[src/rtl/ucsbece154b_fifo_pkg.sv]
// Shared helpers for the multi-port FIFO.
//   clog2p1  : bits needed to hold the values 0..n
//   wrap_add : (ptr + inc) mod depth, for ptr < depth and inc <= depth
package ucsbece154b_fifo_pkg;

    function automatic int unsigned clog2p1(input int unsigned n);
        return $clog2(n + 1);
    endfunction

    // One conditional subtract is enough because both operands are already bounded by depth.
    function automatic int unsigned wrap_add(input int unsigned ptr,
                                             input int unsigned inc,
                                             input int unsigned depth);
        int unsigned sum;
        sum = ptr + inc;
        if (sum >= depth) begin
            sum = sum - depth;
        end
        return sum;
    endfunction

endpackage

[src/rtl/ucsbece154b_fifo_ctrl.sv]
// Pointer / occupancy controller for the multi-port FIFO.
//   clk_i, rst_i           : clock, async active-high reset
//   flush                  : synchronous clear, overrides push and pop
//   push_cnt, pop_cnt      : requested lanes this cycle
//   head, tail, count      : registered state
//   free, full, valid      : flags decoded from count
//   push_acc_c             : lanes actually written this cycle
//   overflow_c, underflow_c: rejected push / over-long pop this cycle
module ucsbece154b_fifo_ctrl
    import ucsbece154b_fifo_pkg::*;
#(
    parameter int unsigned NR_ENTRIES = 8,
    parameter int unsigned PUSH_PORTS = 2,
    parameter int unsigned POP_PORTS  = 2,
    localparam int unsigned CW = clog2p1(NR_ENTRIES),
    localparam int unsigned PW = clog2p1(PUSH_PORTS),
    localparam int unsigned QW = clog2p1(POP_PORTS)
) (
    input  logic                 clk_i,
    input  logic                 rst_i,
    input  logic                 flush,
    input  logic [PW-1:0]        push_cnt,
    input  logic [QW-1:0]        pop_cnt,
    output logic [CW-1:0]        head,
    output logic [CW-1:0]        tail,
    output logic [CW-1:0]        count,
    output logic [CW-1:0]        free,
    output logic                 full,
    output logic [POP_PORTS-1:0] valid,
    output logic [PW-1:0]        push_acc_c,
    output logic                 overflow_c,
    output logic                 underflow_c
);

    localparam int unsigned XW = CW + 1;
    localparam logic [XW-1:0] DEPTH = XW'(NR_ENTRIES);

    logic [CW-1:0] head_q, tail_q, count_q;
    logic [XW-1:0] cnt_x, pop_req_x, push_req_x, pop_acc_x, push_acc_x, room_x;
    logic [XW-1:0] head_d, tail_d, count_d;
    logic          accept;

    // Accept logic and next-state arithmetic, all in CW+1 bits.
    always_comb begin
        cnt_x       = XW'(count_q);
        pop_req_x   = XW'(pop_cnt);
        push_req_x  = XW'(push_cnt);
        overflow_c  = 1'b0;
        underflow_c = 1'b0;

        pop_acc_x  = (pop_req_x > cnt_x) ? cnt_x : pop_req_x;
        // Space freed by this cycle's pop counts toward the push.
        room_x     = DEPTH - cnt_x + pop_acc_x;
        accept     = (push_req_x <= room_x);
        push_acc_x = accept ? push_req_x : '0;

        if (flush) begin
            pop_acc_x  = '0;
            push_acc_x = '0;
        end else begin
            underflow_c = (pop_req_x > cnt_x);
            overflow_c  = !accept;
        end

        head_d = XW'(head_q) + pop_acc_x;
        if (head_d >= DEPTH) begin
            head_d = head_d - DEPTH;
        end
        tail_d = XW'(tail_q) + push_acc_x;
        if (tail_d >= DEPTH) begin
            tail_d = tail_d - DEPTH;
        end
        count_d = cnt_x - pop_acc_x + push_acc_x;

        push_acc_c = PW'(push_acc_x);
    end

    // State registers.
    always_ff @(posedge clk_i or posedge rst_i) begin
        if (rst_i) begin
            head_q  <= '0;
            tail_q  <= '0;
            count_q <= '0;
        end else if (flush) begin
            head_q  <= '0;
            tail_q  <= '0;
            count_q <= '0;
        end else begin
            head_q  <= CW'(head_d);
            tail_q  <= CW'(tail_d);
            count_q <= CW'(count_d);
        end
    end

    // Flags are pure decodes of count_q.
    always_comb begin
        free  = CW'(DEPTH - cnt_x);
        full  = (count_q == CW'(NR_ENTRIES));
        valid = '0;
        for (int k = 0; k < POP_PORTS; k++) begin
            valid[k] = (count_q > CW'(k));
        end
    end

    assign head  = head_q;
    assign tail  = tail_q;
    assign count = count_q;

endmodule

[src/rtl/ucsbece154b_mpfifo.sv]
// Multi-port circular FIFO (fetch/decode buffer), first-word-fall-through.
//   clk_i, rst_i, flush_i         : clock, async active-high reset, sync clear
//   data_i, push_cnt_i            : push lanes (lane 0 oldest) and lane count
//   data_o, valid_o, pop_cnt_i    : read lanes from head, their valid bits, pop count
//   count_o, free_o, full_o       : occupancy flags
//   overflow_o, underflow_o       : combinational reject / over-pop indicators
module ucsbece154b_mpfifo
    import ucsbece154b_fifo_pkg::*;
#(
    parameter int unsigned DATA_WIDTH = 32,
    parameter int unsigned NR_ENTRIES = 8,
    parameter int unsigned PUSH_PORTS = 2,
    parameter int unsigned POP_PORTS  = 2,
    localparam int unsigned CW = clog2p1(NR_ENTRIES),
    localparam int unsigned PW = clog2p1(PUSH_PORTS),
    localparam int unsigned QW = clog2p1(POP_PORTS)
) (
    input  logic                             clk_i,
    input  logic                             rst_i,
    input  logic                             flush_i,
    input  logic [PUSH_PORTS*DATA_WIDTH-1:0] data_i,
    input  logic [PW-1:0]                    push_cnt_i,
    output logic [POP_PORTS*DATA_WIDTH-1:0]  data_o,
    output logic [POP_PORTS-1:0]             valid_o,
    input  logic [QW-1:0]                    pop_cnt_i,
    output logic [CW-1:0]                    count_o,
    output logic [CW-1:0]                    free_o,
    output logic                             full_o,
    output logic                             overflow_o,
    output logic                             underflow_o
);

    localparam int unsigned AW = $clog2(NR_ENTRIES);

    logic [DATA_WIDTH-1:0] mem [NR_ENTRIES];
    logic [CW-1:0]         head, tail;
    logic [PW-1:0]         push_acc;
    logic [AW-1:0]         wr_addr [PUSH_PORTS];

    ucsbece154b_fifo_ctrl #(
        .NR_ENTRIES (NR_ENTRIES),
        .PUSH_PORTS (PUSH_PORTS),
        .POP_PORTS  (POP_PORTS)
    ) u_ctrl (
        .clk_i       (clk_i),
        .rst_i       (rst_i),
        .flush       (flush_i),
        .push_cnt    (push_cnt_i),
        .pop_cnt     (pop_cnt_i),
        .head        (head),
        .tail        (tail),
        .count       (count_o),
        .free        (free_o),
        .full        (full_o),
        .valid       (valid_o),
        .push_acc_c  (push_acc),
        .overflow_c  (overflow_o),
        .underflow_c (underflow_o)
    );

    // Write lanes land at consecutive slots from tail, wrapping past the last index.
    always_comb begin
        for (int j = 0; j < PUSH_PORTS; j++) begin
            wr_addr[j] = AW'(wrap_add(32'(tail), j, NR_ENTRIES));
        end
    end

    // Storage is not reset; push_acc is zero on flush or reject.
    always_ff @(posedge clk_i) begin
        for (int j = 0; j < PUSH_PORTS; j++) begin
            if (PW'(j) < push_acc) begin
                mem[wr_addr[j]] <= data_i[j*DATA_WIDTH +: DATA_WIDTH];
            end
        end
    end

    // Fall-through read lanes starting at head.
    always_comb begin
        data_o = '0;
        for (int k = 0; k < POP_PORTS; k++) begin
            data_o[k*DATA_WIDTH +: DATA_WIDTH] = mem[AW'(wrap_add(32'(head), k, NR_ENTRIES))];
        end
    end

endmodule

[config.mk]
export PLATFORM = sky130hd
export DESIGN_NAME = ucsbece154b_mpfifo
export DESIGN_NICKNAME = d
export VERILOG_FILES = /design/src/rtl/ucsbece154b_fifo_pkg.sv /design/src/rtl/ucsbece154b_fifo_ctrl.sv /design/src/rtl/ucsbece154b_mpfifo.sv
export SDC_FILE = /design/constraint.sdc
export NUM_CORES = 1
export LEC_CHECK = 0
export CAP_MARGIN = 20
export CORE_ASPECT_RATIO = 1.1
export CORE_MARGIN = 2
export CORE_UTILIZATION = 25
export DETAILED_ROUTE_END_ITERATION = 10
export PLACE_DENSITY = 0.43
export SETUP_SLACK_MARGIN = 0.5
export SLEW_MARGIN = 20
export SYNTH_ARGS = -nofsm -noshare
export SYNTH_HDL_FRONTEND = slang
export SYNTH_SLANG_ARGS = --single-unit
[constraint.sdc]
create_clock -name clk_i -period 7.9 [get_ports clk_i]
set_input_delay 1.58 -clock clk_i [delete_from_list [all_inputs] [get_ports clk_i]]
set_output_delay 1.58 -clock clk_i [all_outputs]
set_load 0.05 [all_outputs]
==> metrics.txt, run 1 <==
core box area 63350 µm²; Post-Synth XOR/XNOR Area 0.007152; Power Density 431.7 nW/µm²; die height approximately 270 µm; Max VDD drop around 0.00047 V; via count around 11000; DR DRC count 0; Max-Cap Viols 0; Buffers & Inverters on Critical Path 3; Hold Path Class flip-flop to flip-flop; unrepaired setup endpoints after global routing no; ANT cells 0; Post-DRT Antenna Nets 0; CP cell instances clkdlybuf4s50_1, ha_1, nor2b_1, o211ai_1, o21ai_0, ha_1, fa_1, inv_1, ha_1, nand2b_1, a221oi_1, o21ai_2, nor3_1, dlymetal6s2s_1; Pleak 0.006085 µW; Initial Util 0.2513; Max transition margin 0.3404; max-slew violations 0; CP Launch Type primary input; Port-buffer cells 147; Critical Path Fanout Max 5; Detailed Place HPWL approximately 35 mm; CTS tree built; first-pass GRT wire length between 80 and 90 mm; R2R depth 21; drt pass-1 iters 5; critical path depth 14; die width roughly 240 µm; Total Neg Setup Slack 0 ps; CP endpoint kind output port; die area between 60000 and 70000 µm²; fraction of the mapped netlist area in simple logic gates 0.04755; worst-case clock buffer depth 3; Worst Path Arrival ~5300 ps; sequential-to-total area share from yosys stat 0.4986; share of the synthesized area in the top cell type 0.4829; final hold vios 0; drt wl/cell roughly 30 µm; # setup viols final 0; Worst-Margin Slew approximately 990 ps; pin count of the biggest net entering global routing 130; synthesized area per cell ~15 µm²; adder-cell share of the synthesized area 0.02122; final worst-path cycle share 0.8659; # Post-CTS Setup Buffers 0; H-tree depth 1; Final Critical Period ~6800 ps; # fillers 6331; clk root buf clkbuf_16; Nets between 1000 and 1500; Pwr Total 8313 µW; clk_lat worst skew roughly 570 ps; Num Clock Sinks around 270; outcome complete, no violations; vias in the first global route 11552; Crit-path slowest cell fa_1; Core Rows between 90 and 100; Syn. warnings 0; cell mode on critical path ha_1; worst hold stages 2; final WL ~60 mm; routed vias/inst about 5.5; I/O pin count ~150; delay-heaviest family, CP adder cells; layout cells sized above 1 0.2577; data required time of the critical path 6320 ps; clk slew on worst S/H paths roughly 60 ps; mapped cell area 15920 µm²; number of distinct library cells after synthesis 41; largest family of logic cells by synthesized area multiplexers; Layout Skew 8.577 ps; top cells by area, synth edfxtp_1 (48%), mux4_2 (18%), a22o_1 (7.0%), o2bb2ai_1 (7.0%), mux2_2 (4.5%); initial antenna violation count 3; Crit path largest cell delay 540 ps; CTS Buf Count 30; gpl congestion approximately 0.73; compound-gate portion of the synthesized area 0.1587; Synth-to-Final Area Change 20.96%; 1st-iter DRT viols between 1000 and 1500; Setup CP Type primary input to output port; flip-flop and latch count after synthesis around 270; GRT overflow 0; Mapped Cells 1063; Max Fclk between 100 and 150 MHz; Global Route Usage Sum 0.1813; mux cell area share after synthesis 0.2264; Synth area leader edfxtp_1
==> state kept, by name (all words and copies together) (netlist names) <==
name          flops
u_ctrl.count      4
u_ctrl.head       3
u_ctrl.tail       3
mem             256
==> routing by layer <==
metal,global-route usage,wire [µm],up-vias
met1,0.2424,25610,5870
met4,0.04499,1235,6
met5,0,39,-
met3,0.02767,3992,83
li1,-,-,4611
met2,0.3080,29410,457
==> stage by stage <==
step	setup slack, ps	utilization	cell area (µm²)	hold WS, ps	cells
floorplan	1115	-	15920	628.0	1064
global placement	671.5	0.2905	18400	717.6	1958
detailed placement	668.3	0.2905	18400	729.6	1958
CTS	654.7	0.3039	19250	741.7	2009
global route	715.8	0.3039	19260	786.0	2009
finish	1059	0.3039	19260	735.5	2009
==> worst min-delay path: stages (launching register included) <==
cell	delay, ps
dfrtp_1	490
xnor2_1	180
nor2_1	40
==> cell type report <==
cell class	instances	area [µm²]	share of cell area
clock buffer	41	813.3	0.04224
clock inverter	10	38.79	0.002014
inverter	13	48.80	0.002534
multi-input combinational	650	7567	0.3930
sequential	266	7946	0.4127
tap	841	1052	0.05465
timing repair buffer	188	1789	0.09292
==> power by group <==
group / switching (µW) / leakage [µW] / internal, µW
Combinational: 3280 / 0.00321 / 1770
Clock: 574 / 0.000412 / 707
Sequential: 139 / 0.00246 / 1850
Total: 3990 / 0.00608 / 4320
==> Yosys cell counts <==
library cell / n
nor2b_1: 11
buf_1: 37
a22oi_1: 2
a31oi_1: 2
a21o_1: 4
o211ai_2: 1
mux2_2: 64
nor2_1: 29
o21ai_2: 8
buf_2: 58
buf_4: 2
dfrtp_1: 10
and2_1: 2
o211a_1: 1
xor2_1: 5
a211oi_2: 1
nand3_1: 1
a22o_1: 128
clkbuf_1: 38
nand3b_1: 32
o211ai_1: 2
o21ai_0: 2
fa_1: 5
nor3b_1: 32
a21oi_1: 10
nand2b_1: 5
edfxtp_1: 256
inv_1: 13
mux4_2: 128
a221oi_1: 1
a21oi_2: 2
o21bai_1: 1
o21a_1: 1
ha_1: 19
or2_2: 2
nor3_1: 3
xnor2_1: 8
o2bb2ai_1: 128
nand2_1: 6
o21ai_1: 1
conb_1: 2
==> cell families after synthesis <==
| group | after synthesis |
|---|---|
| xor+xnor | 13 |
| buf+inv | 148 |
| simple gates | 123 |
| mux | 192 |
| compound gates | 295 |
| other cells | 2 |
| fa+ha+maj | 24 |
| flops | 266 |
==> cells in the final DEF (no fill, tap or decap), types with 13 or more instances in the layout <==
cell	count
ha_1	18
clkbuf_16	31
edfxtp_1	256
nor2_1	21
clkdlybuf4s50_1	145
nor3b_1	32
mux4_2	128
inv_1	13
mux2_2	64
o2bb2ai_1	128
a22o_1	128
nand3b_1	32
buf_4	40
==> worst paths after layout <==
path / start / end / slack, ps
setup reg to reg: u_ctrl.count[1] / u_ctrl.count[3] / 2830
setup / recovery: pop_cnt_i[1] / overflow_o / 1060
hold / removal: u_ctrl.tail[2] / u_ctrl.tail[2] / 740
max in group asynchronous: rst_i / u_ctrl.head[1] / 6260
hold reg to reg: u_ctrl.tail[2] / u_ctrl.tail[2] / 740
min in group asynchronous: rst_i / u_ctrl.head[2] / 1300
==> repair_timing <==
action | 4_1_cts | 5_1_grt
endpoints found under the setup margin | 0 | 1
gates resized for setup | 0 | 1
hold buffers | 0 | 0
Note: power is estimated with default switching activity, not from simulation.
==> run 2, diff against run 1 <==
--- a/config.mk
+++ b/config.mk
@@ -12,7 +12,7 @@
 export DETAILED_ROUTE_END_ITERATION = 10
 export PLACE_DENSITY = 0.43
 export SETUP_SLACK_MARGIN = 0.5
-export SLEW_MARGIN = 20
+export SLEW_MARGIN = 15
 export SYNTH_ARGS = -nofsm -noshare
 export SYNTH_HDL_FRONTEND = slang
 export SYNTH_SLANG_ARGS = --single-unit
==> results of run 2 <==
Final layout, timing and power as in run 1 (identical DEF).
==> run 3, diff against run 2 <==
--- a/config.mk
+++ b/config.mk
@@ -12,6 +12,7 @@
 export DETAILED_ROUTE_END_ITERATION = 10
 export PLACE_DENSITY = 0.43
 export SETUP_SLACK_MARGIN = 0.5
+export SKIP_LAST_GASP = 1
 export SLEW_MARGIN = 15
 export SYNTH_ARGS = -nofsm -noshare
 export SYNTH_HDL_FRONTEND = slang
==> constraint.sdc (replaced) <==
create_clock -name clk_i -period 8.19 [get_ports clk_i]
set_input_delay 1.638 -clock clk_i [delete_from_list [all_inputs] [get_ports clk_i]]
set_output_delay 1.638 -clock clk_i [all_outputs]
set_load 0.05 [all_outputs]
==> run 3 against run 2 <==
Flip-flop and latch count did not move; utilization rose by 0.24 points; clock power up 11%; final cell count grew 0.25%; largest power group unchanged; first-iteration DRC count increased by 12%; largest cell class unchanged; highest routed layer unchanged; count of clock-buffer cells in the layout shrank 7; worst setup slack lost 240 ps; wire length fell by 0.30%; global-route usage hardly changed; non-clock buffer count decreased by 1.
==> metrics.txt, run 3 (synthesis gave the netlist of run 1 again) <==
Total Neg Setup Slack 0 ps (unchanged); outcome complete, no violations; Num Clock Sinks 266 (unchanged); via count 10933 (-0.85%); fin worst setup slack 819.3 ps (-239.9 ps); routed vias/inst 5.429 (-1.1%); Max VDD drop 0.0004179 V (-11%); CP cell instances clkdlybuf4s50_1, ha_1, nor2b_1, o211ai_1, o21ai_0, ha_1, fa_1, inv_1, ha_1, nand2b_1, a221oi_1, o21ai_2, nor3_1, clkdlybuf4s50_1; delay-heaviest family, CP adder cells; Max transition margin 0.2315 (-0.1090); Port-buffer cells 147 (unchanged); core box area 63350 µm² (unchanged); Finished Layout Cells 2014 (+0.25%); unrepaired setup endpoints after global routing no; die area 65710 µm² (unchanged); # setup viols final 0 (unchanged); final WL 60.11 mm (-0.30%); gpl congestion 0.7261 (-0.37%); max-slew violations 0 (unchanged); Internal 4315 µW (-0.21%); initial antenna violation count 3 (unchanged); first-pass GRT wire length 85.48 mm (-0.35%); Post-DRT Antenna Nets 0 (unchanged); GRT overflow 0 (unchanged); FF-to-FF Start u_ctrl.count[1]; Pwr Total 8201 µW (-1.3%); Reg power frac 0.235 (-0.004); worst-case clock buffer depth 3 (unchanged); Core Rows 97 (unchanged); Pleak 0.006135 µW (+0.83%); R2R depth 21 (unchanged); clk slew on worst S/H paths 60 ps (about the same); # Post-CTS Setup Buffers 0 (unchanged); Global Route Usage Sum 0.1814 (about the same); most frequent cells in the layout edfxtp_1 (256), clkdlybuf4s50_1 (146), mux4_2 (128), a22o_1 (128), o2bb2ai_1 (128); pin count of the biggest net entering global routing 130 (unchanged); Synth-to-Final Area Change 21.91%; I/O pin count 148 (unchanged); Setup CP Type primary input to output port; vias in the first global route 11457 (-0.82%); layout cells sized above 1 0.2662 (+0.008506); DR DRC count 0 (unchanged); Crit-path slowest cell clkdlybuf4s50_1; Final Critical Period approximately 7400 ps; H-tree depth 1 (unchanged); clk_lat worst skew 590 ps (+20 ps); CP Launch Type primary input; 1st-iter DRT viols 1142 (+12%); Critical Path Fanout Max 5 (unchanged); worst setup path endpoint overflow_o; drt wl/cell 29.85 µm (-0.55%); Buffers & Inverters on Critical Path 3 (unchanged); number of instances in the placed design 1957 (-0.051%); most common cell after layout, fill and taps aside edfxtp_1; CP endpoint kind output port; Worst Path Arrival 5730 ps (+470 ps); # fillers 6317 (-0.22%); die height 268.7 µm (unchanged); Detailed Place HPWL 34.66 mm (about the same); CTS tree built; Max-Cap Viols 0 (unchanged); # resized after CTS 0 (unchanged); worst hold slack 746.7 ps (+11.16 ps); Critical path origin pop_cnt_i[1]; clk root buf clkbuf_16; Nets 1243 (-0.080%); drt pass-1 iters 5 (unchanged); NetSw 3886 µW (-2.6%); Hold Path Class flip-flop to flip-flop; Worst-Margin Slew 1148 ps (+159.1 ps); final hold vios 0 (unchanged); sw frac 0.4738 (-0.005954); Initial Util 0.2513 (unchanged); critical path depth 14 (unchanged); Max Fclk roughly 140 MHz; Reg2Reg Capture Point u_ctrl.count[3]; Layout Skew 27.17 ps (+18.60 ps); Largest register FFs 256 (unchanged); data required time of the critical path 6550 ps (+230 ps); Comb power frac 0.592 (-0.015); Crit path largest cell delay 870 ps (+330 ps); Clk pwr share 0.173 (+0.019); die width 244.6 µm (unchanged); cell mode on critical path ha_1; worst slack, placed 834.0 ps (+165.7 ps); CTS Buf Count 30 (unchanged); r2r setup slk 3130 ps (+300 ps); final worst-path cycle share 0.9000; Power Density 422.6 nW/µm² (-2.1%); Post-CTS Hold Fix Bufs 0 (unchanged)
run 3: how the worst min path moves through the flow:
stage	start	end	slack [ps]	depth (start not counted)
finish	u_ctrl.tail[0]	u_ctrl.tail[0]	750	2
detailed placement	u_ctrl.tail[0]	u_ctrl.tail[0]	730	2
global placement	u_ctrl.tail[2]	u_ctrl.tail[2]	750	2
floorplan	u_ctrl.head[0]	u_ctrl.head[0]	630	2
global route	u_ctrl.tail[0]	u_ctrl.tail[0]	800	2
CTS	u_ctrl.tail[0]	u_ctrl.tail[0]	750	2
run 3: worst min-delay path, cell delays in order, from the launching register on:
cell and delay, ps:
dfrtp_1 440, ha_1 160, nor2b_1 110
run 3: power by group through the flow:
stage	clock network, µW	logic [µW]	registers (µW)
3_3_place_gp	0	4880	1950
6_report	1420	4850	1930
3_5_place_dp	0	4890	1960
5_1_grt	1490	5090	1960
4_1_cts	1440	4910	1930
2_1_floorplan	0	3110	1910
run 3: metrics by stage:
stage                     utilization  area (µm²)
after global placement         0.2903       18390
after floorplan                     -       15920
after CTS                      0.3063       19400
after global routing           0.3063       19410
after detailed placement       0.2903       18390
final                          0.3063       19410
run 3: per-layer routing:
metal / global-route usage / share of wire
met1: 0.2490 / 0.43
met2: 0.3017 / 0.48
met3: 0.02658 / 0.063
met4: 0.04417 / 0.022
met5: 0 / 0.00038
run 3: final cells by class:
cell class                      instances  area (µm²)  share of cell area
Tap cell                              841        1052             0.05422
Timing Repair Buffer                  187        1779             0.09168
Clock buffer                           34       765.7             0.03946
Clock inverter                         22       244.0             0.01257
Inverter                               13       48.80            0.002515
Multi-Input combinational cell        650        7567              0.3899
Antenna cell                            1       2.502           0.0001289
Sequential cell                       266        7946              0.4095
